$ cat src/rtl/dmem_pkg.sv
// dmem_pkg: shared funct3 codes, FSM states and counter sizing for the data-memory responder
package dmem_pkg;
   localparam logic [2:0] F3_B  = 3'b000;
   localparam logic [2:0] F3_H  = 3'b001;
   localparam logic [2:0] F3_W  = 3'b010;
   localparam logic [2:0] F3_BU = 3'b100;
   localparam logic [2:0] F3_HU = 3'b101;
   typedef enum logic [1:0] {IDLE, WAIT, ACCESS, RESP} state_t;
   function automatic int cnt_w(input int n);
      return (n < 1) ? 1 : $clog2(n + 1);
   endfunction
endpackage

$ cat src/rtl/dmem_lane_align.sv
// dmem_lane_align: byte/half/word lane steering, load extension and access legality
//   in:  we, funct3, lane (addr[1:0]), wdata (right-aligned), old_word
//   out: store_word (merged), load_word (extended), bad (misaligned or illegal funct3)
module dmem_lane_align
   import dmem_pkg::*;
(
   input  logic        we,
   input  logic [2:0]  funct3,
   input  logic [1:0]  lane,
   input  logic [31:0] wdata,
   input  logic [31:0] old_word,
   output logic [31:0] store_word,
   output logic [31:0] load_word,
   output logic        bad
);
   logic [4:0]  bsh, hsh;
   logic [7:0]  b;
   logic [15:0] h;
   logic [31:0] mask, data;
   always_comb begin
      bsh        = {lane, 3'b000};
      hsh        = {lane[1], 4'b0000};
      b          = 8'(old_word >> bsh);
      h          = 16'(old_word >> hsh);
      load_word  = (funct3 == F3_B)  ? {{24{b[7]}}, b} :
                   (funct3 == F3_H)  ? {{16{h[15]}}, h} :
                   (funct3 == F3_BU) ? {24'b0, b} :
                   (funct3 == F3_HU) ? {16'b0, h} : old_word;
      mask       = (funct3 == F3_B) ? 32'h0000_00FF << bsh :
                   (funct3 == F3_H) ? 32'h0000_FFFF << hsh : 32'hFFFF_FFFF;
      data       = (funct3 == F3_B) ? {24'b0, wdata[7:0]} << bsh :
                   (funct3 == F3_H) ? {16'b0, wdata[15:0]} << hsh : wdata;
      store_word = (old_word & ~mask) | (data & mask);
      bad        = (we ? (funct3[2] | (funct3[1:0] == 2'b11))
                       : ((funct3[1:0] == 2'b11) | (funct3[2] & funct3[1])))
                 | ((funct3[1:0] == 2'b01) & lane[0])
                 | ((funct3[1:0] == 2'b10) & (lane != 2'b00));
   end
endmodule

$ cat src/rtl/dmem_responder.sv
// dmem_responder: multi-cycle data memory behind valid/ready request and response channels
//   request:  req_valid/req_ready, req_we, req_addr, req_wdata, req_funct3
//   response: rsp_valid/rsp_ready, rsp_rdata, rsp_err
//   reset is asynchronous active-low; storage contents are not reset
module dmem_responder
   import dmem_pkg::*;
#(
   parameter int ADDR_W      = 32,
   parameter int DEPTH_WORDS = 64,
   parameter int WAIT_CYCLES = 2
) (
   input  logic              clk,
   input  logic              reset,
   input  logic              req_valid,
   output logic              req_ready,
   input  logic              req_we,
   input  logic [ADDR_W-1:0] req_addr,
   input  logic [31:0]       req_wdata,
   input  logic [2:0]        req_funct3,
   output logic              rsp_valid,
   input  logic              rsp_ready,
   output logic [31:0]       rsp_rdata,
   output logic              rsp_err
);
   localparam int CW = cnt_w(WAIT_CYCLES);
   localparam int IW = $clog2(DEPTH_WORDS);
   state_t            state, state_n;
   logic [CW-1:0]     cnt, cnt_n;
   logic              a_we;
   logic [ADDR_W-1:0] a_addr;
   logic [31:0]       a_wdata;
   logic [2:0]        a_f3;
   logic [31:0]       mem [DEPTH_WORDS];
   logic [31:0]       old_word, store_word, load_word, rsp_rdata_n;
   logic              bad, err, accept, req_ready_n, rsp_valid_n, rsp_err_n;
   assign accept   = req_valid & req_ready;
   assign old_word = mem[a_addr[IW+1:2]];
   assign err      = bad | (a_addr[ADDR_W-1:2] >= (ADDR_W-2)'(DEPTH_WORDS));
   dmem_lane_align u_align (
      .we         (a_we),
      .funct3     (a_f3),
      .lane       (a_addr[1:0]),
      .wdata      (a_wdata),
      .old_word   (old_word),
      .store_word (store_word),
      .load_word  (load_word),
      .bad        (bad)
   );
   always_comb begin
      state_n     = state;
      cnt_n       = cnt;
      req_ready_n = req_ready;
      rsp_valid_n = rsp_valid;
      rsp_rdata_n = rsp_rdata;
      rsp_err_n   = rsp_err;
      case (state)
         IDLE: begin
            req_ready_n = !accept;
            if (accept) begin
               state_n = (WAIT_CYCLES == 0) ? ACCESS : WAIT;
               cnt_n   = CW'(WAIT_CYCLES);
            end
         end
         WAIT: begin
            cnt_n = cnt - 1'b1;
            if (cnt == CW'(1)) state_n = ACCESS;
         end
         ACCESS: begin
            state_n     = RESP;
            rsp_valid_n = 1'b1;
            rsp_err_n   = err;
            rsp_rdata_n = (err | a_we) ? 32'h0 : load_word;
         end
         RESP: begin
            if (rsp_ready) begin
               state_n     = IDLE;
               rsp_valid_n = 1'b0;
               req_ready_n = 1'b1;
            end
         end
         default: state_n = IDLE;
      endcase
   end
   always_ff @(posedge clk or negedge reset) begin
      if (!reset) begin
         state     <= IDLE;
         cnt       <= '0;
         req_ready <= 1'b0;
         rsp_valid <= 1'b0;
         rsp_rdata <= '0;
         rsp_err   <= 1'b0;
         a_we      <= 1'b0;
         a_addr    <= '0;
         a_wdata   <= '0;
         a_f3      <= '0;
      end else begin
         state     <= state_n;
         cnt       <= cnt_n;
         req_ready <= req_ready_n;
         rsp_valid <= rsp_valid_n;
         rsp_rdata <= rsp_rdata_n;
         rsp_err   <= rsp_err_n;
         if (accept) begin
            a_we    <= req_we;
            a_addr  <= req_addr;
            a_wdata <= req_wdata;
            a_f3    <= req_funct3;
         end
      end
   end
   // reset forces IDLE asynchronously, so a store interrupted before ACCESS never lands
   always_ff @(posedge clk)
      if (state == ACCESS && a_we && !err) mem[a_addr[IW+1:2]] <= store_word;
endmodule

$ cat config.mk
export PLATFORM = sky130hd
export DESIGN_NAME = dmem_responder
export DESIGN_NICKNAME = d
export VERILOG_FILES = /design/src/rtl/dmem_pkg.sv /design/src/rtl/dmem_lane_align.sv /design/src/rtl/dmem_responder.sv
export SDC_FILE = /design/constraint.sdc
export NUM_CORES = 2
export LEC_CHECK = 0
export ABC_AREA = 1
export CAP_MARGIN = 40
export CORE_MARGIN = 3
export CORE_UTILIZATION = 39
export DETAILED_ROUTE_END_ITERATION = 10
export PLACE_DENSITY = 0.57
export SYNTH_ARGS = -nofsm -noshare
export SYNTH_HDL_FRONTEND = slang
export SYNTH_SLANG_ARGS = --single-unit
export TNS_END_PERCENT = 5
$ cat constraint.sdc
create_clock -name clk -period 4.56 [get_ports clk]
set_input_delay 0.912 -clock clk [delete_from_list [all_inputs] [get_ports clk]]
set_output_delay 0.912 -clock clk [all_outputs]
set_load 0.02 [all_outputs]
== Yosys cells after proc, flatten, opt, wreduce, memory -nomap -nowiden ==
Memories as Yosys holds them, arrays and structs flattened.
Cells that the tools add are included.

* Flip-flop bits (word level): 107
* Memory bits (writable): 2048
* Bits of input ports: 72
* Output and inout port bits: 35
* Logic and storage cells: 82
* Memories kept: 1

{| class="wikitable"
|+ Memory list
! memory !! words !! bits a word !! rd ports !! clocked after memory_dff !! write ports !! RTL line !! text
|-
| mem || 64 || 32 || 1 || 0 || 1 || dmem_responder.sv:33 || <nowiki>logic [31:0] mem [DEPTH_WORDS];</nowiki>
|}

* Add/sub/neg operators: 1
* Magnitude comparators: 1
* Equal/unequal tests: 13
* Shift-type cells: 6
* Muxes and demuxes: 22
* Bitwise operators: 14
* Reduce and logical (&&, ||, !) cells: 14

{| class="wikitable"
|+ Operator list
! operator !! number
|-
| two-way mux 32 bit || 9
|-
| bitwise AND 32 bit || 2
|-
| NOT 32 bit || 1
|-
| OR 32 bit || 1
|-
| left shift 16 x 5 -> 32 bit || 1
|-
| left shift 16 x 5 -> 32 bit (first input constant) || 1
|-
| left shift 8 x 5 -> 32 bit || 1
|-
| left shift 8 x 5 -> 32 bit (first input constant) || 1
|-
| >> shifter 32 x 5 -> 16 bit || 1
|-
| >> shifter 32 x 5 -> 8 bit || 1
|-
| greater-or-equal comparator 30 x 7 -> 1 bit (second input constant) || 1
|-
| == test 2 bit (second input constant) || 4
|-
| two-way mux 2 bit || 4
|-
| case mux 2 bit (4 select lines) || 1
|-
| nonzero test 2 bit || 4
|-
| == test 2 x 1 -> 1 bit (second input constant) || 3
|-
| == test 3 bit (second input constant) || 2
|-
| != test 2 bit (second input constant) || 3
|-
| OR 1 bit || 6
|-
| AND reduction 2 bit || 3
|-
| two-way mux 1 bit || 5
|-
| bitwise AND 1 bit || 4
|-
| case mux 1 bit (2 select lines) || 2
|-
| case mux 2 bit (2 select lines) || 1
|-
| 7 further kinds || 9
|}

== Longest topological paths before layout ==
* Word-level depth: 10
* Gate-level depth with buffers: 23
* Gate-level depth less buffers: 19

== Cells and area by module ==
Synthesis repeated with hierarchy kept, for this count alone.

* Cell total of the unflattened synthesis: 9208
* Area total of the unflattened synthesis: 92551.3 um^2

{| class="wikitable"
|+ By module, submodules not included
! module !! times used !! cells an instance !! area an instance (um^2) !! seq. area each (um^2)
|-
| dmem_responder || 1 || 8895 || 90907.2 || 64176.6
|-
| dmem_lane_align || 1 || 313 || 1644.1 || 0.0
|}

== Least setup slack after synthesis ==
No wires, ideal clock.

* Path kind: reg-to-reg
* From: register a_addr[2]
* To: memory mem[0][16] (data pin)
* Library setup time: 0.702 ns
* Arrival: 4.285 ns
* Data required time: 3.858 ns
* Setup slack: -0.426 ns
* Cell stages (with the launch flop): 14
* Path buffers: 6
* Period minus slack after synthesis: 4.986 ns
* Cell sequence: dfrtp_1 > buf_4 > inv_2 > buf_6 > buf_6 > buf_6 > buf_4 > clkbuf_1 > o21ai_0 > o22ai_1 > o21ai_0 > nand2_1 > nor4_1 > o21ai_0

* Word-level cells in the longest chain between the ends: 3

{| class="wikitable"
|+ RTL lines
! element !! RTL line !! text
|-
| from (decl) || dmem_responder.sv:30 || <nowiki>logic [ADDR_W-1:0] a_addr;</nowiki>
|-
| from (signal assigned) || dmem_responder.sv:105 || <nowiki>a_addr <= req_addr;</nowiki>
|-
| memory (64 x 32 bit) || n/a ||
|-
| bitwise AND 32 bit || dmem_lane_align.sv:33 || <nowiki>store_word = (old_word & ~mask) | (data & mask);</nowiki>
|-
| OR 32 bit || dmem_lane_align.sv:33 ||
|-
| named net store_word[16] || dmem_responder.sv:34 || <nowiki>logic [31:0] old_word, store_word, load_word, rsp_rdata_n;</nowiki>
|-
| to (decl) || dmem_responder.sv:33 ||
|}

The timed path passes the listed nets, and every way through them passes these cells.

== Final worst setup path ==
* From: register a_addr[2]
* To: memory mem[58][8] (data pin)

Same word-level chain as after synthesis.

==> results.ini <==
[status]
status=finished, final reports clean

[timing]
hold-worst-slack_ns=0.1093
finalHoldViolations=0
setup_viol=0
fin_crit_sh=0.9155
fin_worst_skew_ns=0.04398
relSlewSlack=0.3587
timing.final.crit_period_ns=4.175
worstMarginPinSlew_ns=0.9619
fmax_ghz=0.2395
rsz0062_at_grt=false
drv_slew=0

[route]
ant_nets=0
first_pass_iters=6
drc=0
wl_per_cell_um=27.07
drt_iter0_markers=7803
route.vias.total=56460
wl_um=273000
vias_per_cell=5.599

[place]
globalplace.congestion=0.9372
port_buffers=106
placed_area_um2=91970
dp_hpwl_um=157800

[critical_path]
crit_top_cell=nand2_1
cpPeakStageDelay_ns=0.63
cp.arrival_ns=4.73
cp_max_fo=64
crit_path_cell_trace=inv_8, nor2_4, buf_12, buf_4, buf_4, nand2_1, nand4_1, o21ai_0, nand2_1, nor2_1, nand2_1, nand2_1, o211ai_1, buf_12
critPathSlowestCell=dfrtp_4
cp-start-kind=flip-flop
timing.critical_path.buf_inv=5
endpoint_kind=flip-flop
worstPathRequired_ns=5.11
crit_type=reg2reg
cp_top_family=buffers and inverters

[clock_network]
cts_root_buf=clkbuf_16
cts_made_buffers=214
cts_tree=done
h-tree-depth=4
clock_path_buffers=3
cts_setup_buffers=0
cts_resized=0
cts_sinks=2155
path_clk_slew_ns=0.06
cts.hold.buffers_added=0
clock_latency_ns=0.85

[layout]
area_delta_synth_final_pct=16.96
layout.nets=7138
drive_above_1_share=0.1061
fillers=19200
final_area_um2=99000

[yosys]
synthMuxAreaShare=0
synth_edf_count=2048
yosys.area_share.xor_xnor=0
synth-seq-cells=2155
synth_nets=6867
synth_cells=6790
yosys.area_share.simple=0.1354
synth_commonest_cells=edfxtp_1, nand2_1, nor2_1
ys.flop_type=edfxtp_1
async_reset_ff_frac=0.04965
synth_compound_area_frac=0.07866
netlist.area_leader.share=0.7265
synth_top_area_cell=edfxtp_1
yosysSeqAreaShare=0.7582
syn_area_um2=84650
synth_most_common_cell=edfxtp_1
synthTopCellsByArea=edfxtp_1, nand2_1, o21ai_0
synth-adder-area-share=0.0007391
synth_top_family_by_area=simple AND/OR/NAND/NOR gates
syn_area_per_cell_um2=12.47
synth.yosys.warnings=0
synth_cell_types=36

[global_routing]
grt_pass1_vias=53420
grt_max_degree=177
grt_pass1_wl_um=389900
antenna_found_initial=19
grt_use_total=0.2406
gr-total-overflow=0

[die]
core_um2=215300
rows=170
start_util=0.3932
die_x_um=471.9
ios=107
dieHeight_um=471.9
die-area_um2=222700

[pwr]
peakVddDrop_mv=0.7858
power_density_nw_per_um2=737.5
p_total_w=0.07301
p_leak_nw=34.98

[run]
cap_violations=0

[worst_hold_path]
hold_path_class=in2async

[cell type report]
| class | instances | area, µm² | share of cell area |
|---|---|---|---|
| Sequential cell | 2155 | 64190 | 0.6483 |
| Multi-Input combinational cell | 4088 | 19020 | 0.1921 |
| Clock buffer | 271 | 5695 | 0.05753 |
| Timing Repair Buffer | 414 | 4494 | 0.04540 |
| Tap cell | 2838 | 3551 | 0.03587 |
| Clock inverter | 125 | 1326 | 0.01340 |
| Inverter | 188 | 720.7 | 0.007280 |
| Antenna cell | 5 | 12.51 | 0.0001264 |
[registers in the layout (all words and copies together) (netlist names)]
signal     cells
a_f3           3
state          2
rsp_err        1
rsp_rdata     32
cnt            2
req_ready      1
mem         2048
a_we           1
a_wdata       32
a_addr        32
rsp_valid      1
[layout by cell type (no fill, tap or decap), types with 155 or more instances in the layout]
master | synthesis | layout
clkbuf_16 | 0 | 219
o21ai_0 | 622 | 620
buf_4 | 12 | 218
edfxtp_1 | 2048 | 2048
a21oi_1 | 155 | 155
nand2_1 | 1983 | 1973
o22ai_1 | 189 | 189
nor2_1 | 637 | 565
inv_1 | 180 | 177
a22oi_1 | 156 | 156
[worst paths after layout]
kind / slack, ns / cells after the start / start / end
max in group asynchronous: 3.64 / 2 / reset / a_addr[16]
worst max-delay path: 0.39 / 14 / a_addr[2] / mem[58][8]
worst min register to register: 0.48 / 2 / a_addr[11] / a_addr[11]
min in group clk: 0.48 / 2 / a_addr[11] / a_addr[11]
worst min-delay path: 0.11 / 1 / reset / a_addr[18]
worst max register to register: 0.39 / 14 / a_addr[2] / mem[58][8]
[cell families after synthesis]
kind of cell / count (synthesis)
AND/OR/NAND/NOR: 2902
adder cells (fa/ha/maj): 5
buffers and inverters: 547
AO/OA/AOI/OAI: 1181
flip-flops: 2155
[per-stage QoR]
stage                     utilization  setup TNS [ns]  cells  setup WS [ns]
after floorplan                     -          -5.194   6790       -0.08116
after global placement         0.4271               0   9680         0.4413
after detailed placement       0.4272               0   9683         0.5181
after CTS                      0.4599               0  10080         0.4981
after global routing           0.4599               0  10080         0.3383
final                          0.4599               0  10080         0.3852
[layer usage]
layer / GRT usage / wire [µm] / up-vias / part of all wire
met1: 0.3390 / 111200 / 28390 / 0.41
met5: 0 / 13 / - / 0.000048
li1: - / - / 24710 / -
met4: 0.08849 / 10900 / 2 / 0.040
met3: 0.04155 / 25700 / 492 / 0.094
met2: 0.3756 / 125200 / 2875 / 0.46
[worst register-to-register path, delay by kind of cell (launching register included)]
family | cells | cell delay, ns
buffers and inverters | 5 | 1.40
AND/OR/NAND/NOR | 7 | 1.30
flip-flops | 1 | 0.63
AO/OA/AOI/OAI | 2 | 0.51
[where the power goes]
group / internal [W] / switching [W] / total (W)
registers: 0.0284 / 0.000425 / 0.0288
clock network: 0.0102 / 0.00757 / 0.0178
logic: 0.00618 / 0.0203 / 0.0265
(Power assumes the default switching activity.)
